$ cat config.mk
export PLATFORM = sky130hd
export DESIGN_NAME = fwd_scoreboard
export DESIGN_NICKNAME = d
export VERILOG_FILES = /design/src/rtl/fwd_pkg.sv /design/src/rtl/fwd_port_match.sv /design/src/rtl/fwd_scoreboard.sv
export SDC_FILE = /design/constraint.sdc
export NUM_CORES = 1
export LEC_CHECK = 0
export CAP_MARGIN = 20
export CORE_MARGIN = 5
export CORE_UTILIZATION = 35
export DETAILED_ROUTE_END_ITERATION = 7
export GPL_TIMING_DRIVEN = 0
export PLACE_DENSITY = 0.57
export SYNTH_ARGS = -nofsm -noshare
export SYNTH_HDL_FRONTEND = slang
export SYNTH_SLANG_ARGS = --single-unit
export TNS_END_PERCENT = 5
$ cat constraint.sdc
create_clock -name clk -period 4.3 [get_ports clk]
set_input_delay 0.43 -clock clk [delete_from_list [all_inputs] [get_ports clk]]
set_output_delay 0.43 -clock clk [all_outputs]
set_load 0.1 [all_outputs]
$ cat src/rtl/fwd_pkg.sv
// Shared definitions for the decode-stage forwarding and interlock unit.
package fwd_pkg;

  // Select code meaning "read the register file, no bypass".
  localparam int SEL_RF = 0;

  // Reason the decode stage is held, used for debug visibility.
  typedef enum logic [2:0] {
    NONE,
    LOADUSE,
    MCPEND,
    STRUCT,
    WAW
  } stall_cause_e;

  // Select code for bypass stage k (0 = youngest).
  function automatic int sel_stage(input int k);
    return k + 1;
  endfunction

  // Select code for the multi-cycle unit's writeback result.
  function automatic int sel_mc(input int nsrc);
    return nsrc + 1;
  endfunction

endpackage

$ cat src/rtl/fwd_port_match.sv
// One read port: newest-producer priority encoder plus its data hazard bits.
module fwd_port_match
  import fwd_pkg::*;
#(
  parameter int NSRC  = 3,
  parameter int NREG  = 32,
  parameter int RW    = $clog2(NREG),
  parameter int SEL_W = $clog2(NSRC + 2)
) (
  input  logic [RW-1:0]      i_rs,
  input  logic               i_used,
  input  logic [NSRC*RW-1:0] i_stg_rd,
  input  logic [NSRC-1:0]    i_stg_we,
  input  logic [NSRC-1:0]    i_stg_rdy,
  input  logic               i_mc_done,
  input  logic [RW-1:0]      i_mc_rd,
  input  logic [NREG-1:0]    i_pend,
  output logic [SEL_W-1:0]   o_sel,
  output logic               o_loaduse,
  output logic               o_mcpend
);

  logic w_mc_hit;
  logic w_found;

  // The multi-cycle unit is writing this port's register right now.
  assign w_mc_hit = i_mc_done && (i_mc_rd == i_rs);

  // Youngest matching stage wins; the multi-cycle result is the last resort before the regfile.
  always_comb begin
    o_sel     = SEL_W'(SEL_RF);
    o_loaduse = 1'b0;
    o_mcpend  = 1'b0;
    w_found   = 1'b0;
    if (i_used && (i_rs != '0)) begin
      for (int k = 0; k < NSRC; k++) begin
        if (!w_found && i_stg_we[k] && (i_stg_rd[k*RW +: RW] == i_rs)) begin
          w_found   = 1'b1;
          o_sel     = SEL_W'(sel_stage(k));
          o_loaduse = !i_stg_rdy[k];
        end
      end
      if (!w_found && w_mc_hit) begin
        o_sel = SEL_W'(sel_mc(NSRC));
      end
      o_mcpend = i_pend[i_rs] && !w_mc_hit;
    end
  end

endmodule

$ cat src/rtl/fwd_scoreboard.sv
// Decode-stage forwarding select, interlock and multi-cycle register scoreboard.
module fwd_scoreboard
  import fwd_pkg::*;
#(
  parameter int NRP   = 3,
  parameter int NSRC  = 3,
  parameter int NREG  = 32,
  parameter int RW    = $clog2(NREG),
  parameter int SEL_W = $clog2(NSRC + 2)
) (
  input  logic                 clk,
  input  logic                 rstn,
  input  logic [NRP*RW-1:0]    id_rs,
  input  logic [NRP-1:0]       id_rs_used,
  input  logic [RW-1:0]        id_rd,
  input  logic                 id_we,
  input  logic                 id_is_mc,
  input  logic                 id_fire,
  input  logic [NSRC*RW-1:0]   stg_rd,
  input  logic [NSRC-1:0]      stg_we,
  input  logic [NSRC-1:0]      stg_rdy,
  input  logic                 mc_done,
  input  logic [RW-1:0]        mc_rd,
  output logic [NRP*SEL_W-1:0] fwd_sel,
  output logic                 stall,
  output logic                 mc_busy,
  output logic [NREG-1:0]      pend,
  output logic [31:0]          stall_cnt
);

  logic [NREG-1:0] r_pend;
  logic            r_mc_busy;
  logic [31:0]     r_stall_cnt;

  logic [NRP-1:0]  w_loaduse;
  logic [NRP-1:0]  w_mcpend;
  logic            w_struct;
  logic            w_waw;
  logic            w_fire;
  logic            w_mc_set;
  logic [NREG-1:0] w_pend_nxt;
  stall_cause_e    w_cause;

  for (genvar p = 0; p < NRP; p++) begin : g_port
    fwd_port_match #(
      .NSRC  (NSRC),
      .NREG  (NREG),
      .RW    (RW),
      .SEL_W (SEL_W)
    ) u_match (
      .i_rs      (id_rs[p*RW +: RW]),
      .i_used    (id_rs_used[p]),
      .i_stg_rd  (stg_rd),
      .i_stg_we  (stg_we),
      .i_stg_rdy (stg_rdy),
      .i_mc_done (mc_done),
      .i_mc_rd   (mc_rd),
      .i_pend    (r_pend),
      .o_sel     (fwd_sel[p*SEL_W +: SEL_W]),
      .o_loaduse (w_loaduse[p]),
      .o_mcpend  (w_mcpend[p])
    );
  end

  // A second multi-cycle op cannot start unless the current one finishes this cycle.
  assign w_struct = id_is_mc && r_mc_busy && !mc_done;
  // Writing a register still owed by the multi-cycle unit would be overtaken by its late result.
  assign w_waw    = id_we && (id_rd != '0) && r_pend[id_rd] && !(mc_done && (mc_rd == id_rd));
  // A stalled instruction never advances, whatever id_fire says.
  assign w_fire   = id_fire && !stall;
  assign w_mc_set = w_fire && id_is_mc && id_we && (id_rd != '0);

  // Pick one stall cause in priority order; stall is simply "any cause present".
  always_comb begin
    w_cause = NONE;
    if (|w_loaduse)    w_cause = LOADUSE;
    else if (|w_mcpend) w_cause = MCPEND;
    else if (w_struct)  w_cause = STRUCT;
    else if (w_waw)     w_cause = WAW;
  end

  assign stall = (w_cause != NONE);

  // Next scoreboard: retire the writeback first so a same-register issue wins; x0 never pends.
  always_comb begin
    w_pend_nxt = r_pend;
    if (mc_done)  w_pend_nxt[mc_rd] = 1'b0;
    if (w_mc_set) w_pend_nxt[id_rd] = 1'b1;
    w_pend_nxt[0] = 1'b0;
  end

  // Scoreboard, multi-cycle occupancy and saturating stall counter.
  always_ff @(posedge clk or negedge rstn) begin
    if (!rstn) begin
      r_pend      <= '0;
      r_mc_busy   <= 1'b0;
      r_stall_cnt <= '0;
    end else begin
      r_pend <= w_pend_nxt;
      if (w_fire && id_is_mc) r_mc_busy <= 1'b1;
      else if (mc_done)       r_mc_busy <= 1'b0;
      if (stall && (r_stall_cnt != 32'hFFFF_FFFF)) r_stall_cnt <= r_stall_cnt + 32'd1;
    end
  end

  assign pend      = r_pend;
  assign mc_busy   = r_mc_busy;
  assign stall_cnt = r_stall_cnt;

endmodule
# Yosys cells after proc, flatten, opt, wreduce, memory -nomap -nowiden

Index checks and enable logic that the tools add are counted.

Add/sub/neg operators: 1
Order comparisons: 7
Equal/unequal tests: 14
Muxes and demuxes: 68
Bitwise operators: 3
Reductions and logical operators: 66

Operators with widths:

| operator              | number |
|---|---|
| $eq 5x5->1            | 13 |
| $mux 32               | 2 |
| $mux 1                | 44 |
| $logic_and 1x1->1     | 40 |
| $add 32x1->32 const B | 1 |
| $and 32x32->32        | 1 |
| $ne 32x32->1 const B  | 1 |
| $not 32->32           | 1 |
| $or 32x32->32         | 1 |
| $lt 5x6->1 const B    | 5 |
| $mux 3                | 10 |
| $bmux 1 s5            | 4 |
| $reduce_bool 5->1     | 4 |
| $logic_not 1->1       | 18 |
| $mux 2                | 6 |
| $demux 1 s5           | 2 |
| $ge 5x1->1 const B    | 2 |
| $reduce_or 3->1       | 2 |
| $reduce_bool 3->1     | 1 |
| $reduce_bool 2->1     | 1 |

Bits in registers: 64
Bits of input ports: 55
Output and inout port bits: 75
Logic and storage cells: 162

# Logic depth before layout (Yosys ltp)

Word-level depth: 23
Mapped depth: 13

# Hierarchy

From an unflattened synthesis, not the netlist that was laid out.

Cells, all modules: 559
Area, all modules: 5485.3 um2

Modules (own cells, without submodules):

| module         | times used | cells each | area an instance (um2) |
|---|---|---|---|
| fwd_scoreboard | 1          | 334        | 3473.3 |
| fwd_port_match | 3          | 75         | 670.6 |

# Worst setup path before layout

OpenSTA, ideal clock, no wires.

Kind: flip-flop to flip-flop
From: register r_pend[13], in the netlist pend[13]
To: register r_stall_cnt[22], in the netlist stall_cnt[22]
Library setup time: 0.160 ns
Arrival time: 3.698 ns
Path slack: 0.442 ns
Stages on the path, launching flop included: 10
Buffers on the path: 2
Period minus slack after synthesis: 3.858 ns
Cell sequence: dfrtp_1 > mux4_2 > mux2i_1 > a2111o_1 > a211oi_1 > or4_1 > buf_2 > clkbuf_1 > nand3_1 > xnor2_1

Cells in the longest elaborated chain, start to end: 10
Elaborated cells between the ends (all ways): 23

Ends and longest elaborated chain:

| element                        | RTL line              | source |
|---|---|---|
| start: declaration             | fwd_scoreboard.sv:31  | `logic [NREG-1:0] r_pend;` |
| start signal: assignment       | fwd_scoreboard.sv:99  | `r_pend <= w_pend_nxt;` |
| $bmux 1 s5                     | fwd_scoreboard.sv:68  | `assign w_waw = id_we && (id_rd != '0) && r_pend[id_rd] && !(mc_done && (mc_rd == id_rd));` |
| $mux 1 (not written as such)   | fwd_scoreboard.sv:68  |  |
| $logic_and 1x1->1 (2 in a row) | fwd_scoreboard.sv:68  |  |
| $mux 3                         | fwd_scoreboard.sv:79  | `else if (w_waw) w_cause = WAW;` |
| $mux 3                         | fwd_scoreboard.sv:78  | `else if (w_struct) w_cause = STRUCT;` |
| $mux 3 *                       | fwd_scoreboard.sv:77  | `else if (\|w_mcpend) w_cause = MCPEND;` |
| $mux 3 *                       | fwd_scoreboard.sv:76  | `if (\|w_loaduse) w_cause = LOADUSE;` |
| $reduce_bool 3->1 *            | fwd_scoreboard.sv:82  | `assign stall = (w_cause != NONE);` |
| named net stall                | fwd_scoreboard.sv:25  | `output logic stall,` |
| $logic_and 1x1->1 *            | fwd_scoreboard.sv:102 | `if (stall && (r_stall_cnt != 32'hFFFF_FFFF)) r_stall_cnt <= r_stall_cnt + 32'd1;` |
| end signal: assignment         | fwd_scoreboard.sv:102 |  |
| end: declaration               | fwd_scoreboard.sv:33  | `logic [31:0] r_stall_cnt;` |

The timed path passes the listed nets; every way through them passes the cells marked *. The select of a mux whose other input is x is not followed.
A chain may end at the register's enable or synchronous reset.

# Worst setup path in the final report

From: input id_rs[2]
To: output stall

Cells in the longest elaborated chain, start to end: 17
Elaborated cells between the ends (all ways): 32

Ends and longest elaborated chain:

| element                        | RTL line             | source |
|---|---|---|
| start: declaration             | fwd_scoreboard.sv:13 | `input logic [NRP*RW-1:0] id_rs,` |
| $eq 5x5->1                     | fwd_port_match.sv:37 | `if (!w_found && i_stg_we[k] && (i_stg_rd[k*RW +: RW] == i_rs)) begin` |
| $logic_and 1x1->1              | fwd_port_match.sv:37 |  |
| $mux 1                         | fwd_port_match.sv:37 |  |
| $mux 1                         | fwd_port_match.sv:35 | `if (i_used && (i_rs != '0)) begin` |
| $logic_not 1->1                | fwd_port_match.sv:37 |  |
| $logic_and 1x1->1 (2 in a row) | fwd_port_match.sv:37 |  |
| $mux 1                         | fwd_port_match.sv:37 |  |
| $mux 1                         | fwd_port_match.sv:35 |  |
| $logic_not 1->1                | fwd_port_match.sv:37 |  |
| $logic_and 1x1->1 (2 in a row) | fwd_port_match.sv:37 |  |
| $mux 1                         | fwd_port_match.sv:37 |  |
| $mux 1                         | fwd_port_match.sv:35 |  |
| $reduce_or 3->1                | fwd_scoreboard.sv:76 |  |
| $mux 3 *                       | fwd_scoreboard.sv:76 |  |
| $reduce_bool 3->1 *            | fwd_scoreboard.sv:82 |  |
| end: declaration               | fwd_scoreboard.sv:25 |  |

Every way passes the cells marked *; elsewhere a longest branch is shown, timed or not. The select of a mux whose other input is x is not followed.

==> results by group <==
Timing
  – Slew Viols, Final: 0
  – Fin crit share: 95.1%
  – Max Clk Rate: 0.244 GHz
  – Setup WS post-layout: 0.210 ns
  – Min Hold Slack: 0.188 ns
  – Final setup skew: 0.00585 ns
  – Final Hold Viols: 0
  – Max-slew headroom: 32.1%
  – RSZ-0062 raised after global routing: false
  – Tmin final: 4.09 ns
  – Setup violations, final: 0
  – Worst-Margin Slew: 1.02 ns
  – Setup TNS: 0 ns

Global routing
  – Largest net degree at the start of global routing: 65
  – Initial antenna violation count: 0
  – First-pass GRT wire length: 30000 um
  – Remaining Overflow, GRT: 0
  – Vias in the first global route: approximately 5200
  – GRT Total Usage: between 20% and 30%

Floorplanning
  – Die Y: 132 um
  – Die width: 132 um
  – Core Rows: 44
  – Core Box Area: ~15000 um2
  – Initial cell density of the core: 35.7%
  – Total I/O pin count: 130
  – Die ar.: 17400 um2

Detailed routing
  – Routed via count: 5138
  – Post-route ant nets: 0
  – Drt drc: 0
  – WL final: 19200 um
  – Pre-Repair DR Iteration Count: 4
  – DRC violation total after the first TritonRoute iteration: roughly 420
  – Vias per cell: 5.88
  – Drt wl/cell: about 22 um

Setup path
  – CP Data Required Time: 3.87 ns
  – CP Class: in -> out
  – Worst setup EP type: output pin
  – CP Data Arrival Time: approximately 3.7 ns
  – CP Max Fanout: 10
  – Setup slack, reg-to-reg: 0.90 ns
  – Worst Setup Start Kind: input port

Synthesis
  – Synth warn: 0
  – Mapped Cells: 558
  – Main flop type after synthesis: dfrtp_1
  – Mapped Avg Cell Area: between 9 and 10 um2
  – Post-Syn Area: 5190 um2
  – Flops & latches, synth: 64
  – Sequential fraction of the synthesis area: 30.9%
  – Synth Net Count: 614
  – Asr flop ratio synth: 100%
  – Synth top area share: 30.9%
  – EDFF count, synth: 0
  – Library cells used by synthesis: a little under 60
  – Post-synth top area cell: dfrtp_1
  – Area contributors post-synth: dfrtp_1 31%, mux4_2 8.7%, xnor2_1 8.6%

Power and ir drop
  – PD cells: 371 nW/um2
  – VDD IR max: about 500 uV
  – Total Power: 2.57 mW
  – Pleak: 2.65 nW

Clock tree
  – TritonCTS Buffers: 9
  – Clock latency on the worst-skew pair: between 0.3 and 0.4 ns
  – CTS tree: done
  – H-tree Lvls: 3
  – Clock sink count: 64
  – Root Driver: clkbuf_16
  – Clock buffer depth: 2
  – Clk pin slew, worst setup/hold paths: 0.06 ns
  – Postcts setup bufs: 0

Outcome
  – Status: complete, no violations

Finish
  – Area Overhead vs Synth: 33.4%
  – Ant. Diodes: 0
  – Fin cells: roughly 900
  – Fin nets: 741
  – Post-route cell area: 6920 um2
  – Most common cell after layout, fill and taps aside: clkdlybuf4s50_1
  – Fillers: 1372
  – FF/Latch Area: 1600 um2
  – Commonest cells after routing, fill and taps aside: 113 x clkdlybuf4s50_1, 64 x dfrtp_1, 51 x xnor2_1, 45 x xor2_1, 44 x o21ai_0
  – Core Util, Final: 47.6%
  – Area of the multi-input gates: between 3000 and 4000 um2
  – Layout cells sized above 1: 12.2%

Placement
  – Setup WS pre-CTS: -0.697 ns
  – Detail Placement HPWL: roughly 14000 um
  – Placed cells: 858
  – Final Wtd Congestion: 0.908
  – # port buffers: 116
  – Post-place instance area: 6580 um2

Hold path
  – Hold Path Class: in -> async

Flow run
  – Max cap viols: 0
==> path summary, 6_finish.rpt <==
path	start	endpoint	depth (start not counted)
max in group asynchronous	rstn	stall_cnt[6]	1
worst max register to register	pend[31]	pend[12]	11
worst min register to register	stall_cnt[6]	stall_cnt[6]	1
worst min-delay path	rstn	pend[30]	1
worst max-delay path	id_rs[2]	stall	10
min in group clk	stall_cnt[6]	stall_cnt[6]	1
==> area by class of cell <==
class	count	area share [%]
Tap cell	184	3.33
Clock buffer	11	3.65
Multi-Input combinational cell	436	48.4
Timing Repair Buffer	116	16.8
Inverter	11	0.597
Buffer	47	3.18
Clock inverter	5	0.904
Sequential cell	64	23.2
==> cell usage after synthesis (all sizes together) (7+ instances only) <==
library cell,n
mux4,20
and3,15
nand4,19
nor4,12
o31ai,15
nand3b,10
nand2,21
mux2i,24
nor3,19
nand3,39
o21ai,54
xor2,45
dfrtp,64
xnor2,51
clkbuf,25
inv,11
buf,22
a21oi,7
nor2,14
==> timing repair <==
item,in CTS,in global routing
hold buffers,0,0
resized for setup,8,15
cloned,0,0
endpoints found under the setup margin,1,1
==> registers in the layout (all words and copies together) (netlist names) <==
| register | flops |
|---|---|
| mc_busy | 1 |
| pend | 31 |
| stall_cnt | 32 |
==> logic make-up after synthesis <==
group	after synthesis	share of synthesized area [%]
and+or+nand+nor	186	20.4
AOI/OAI and AO/OA	104	13.1
xor gates and xnor gates	96	16.2
DFF	64	30.9
buffers and inverters	58	4.87
muxes	48	14.2
adders and majority gates	1	0.241
other	1	0.0723
==> metal layers <==
| layer | track usage (%) | up-vias | wire (um) |
|---|---|---|---|
| li1 | - | 2330 | - |
| met4 | 8.69 | 0 | 500 |
| met2 | 33.1 | 252 | 8730 |
| met3 | 5.00 | 35 | 1560 |
| met5 | 0 | - | 0 |
| met1 | 29.7 | 2521 | 8450 |
==> power by group <==
| group | switching, mW | internal [mW] | total [mW] |
|---|---|---|---|
| logic | 0.731 | 0.301 | 1.03 |
| registers | 0.105 | 0.660 | 0.765 |
| clock network | 0.288 | 0.483 | 0.771 |
==> critical path, stage by stage <==
cell and delay [ns]:
clkdlybuf4s50_1 0.54, buf_2 0.28, a2111oi_0 0.43, a221oi_1 0.13, a311oi_2 0.38, o211ai_1 0.14
or4_1 0.52, buf_2 0.20, clkbuf_1 0.26, clkbuf_4 0.36
No activity file was read; power rests on OpenSTA's default activity.
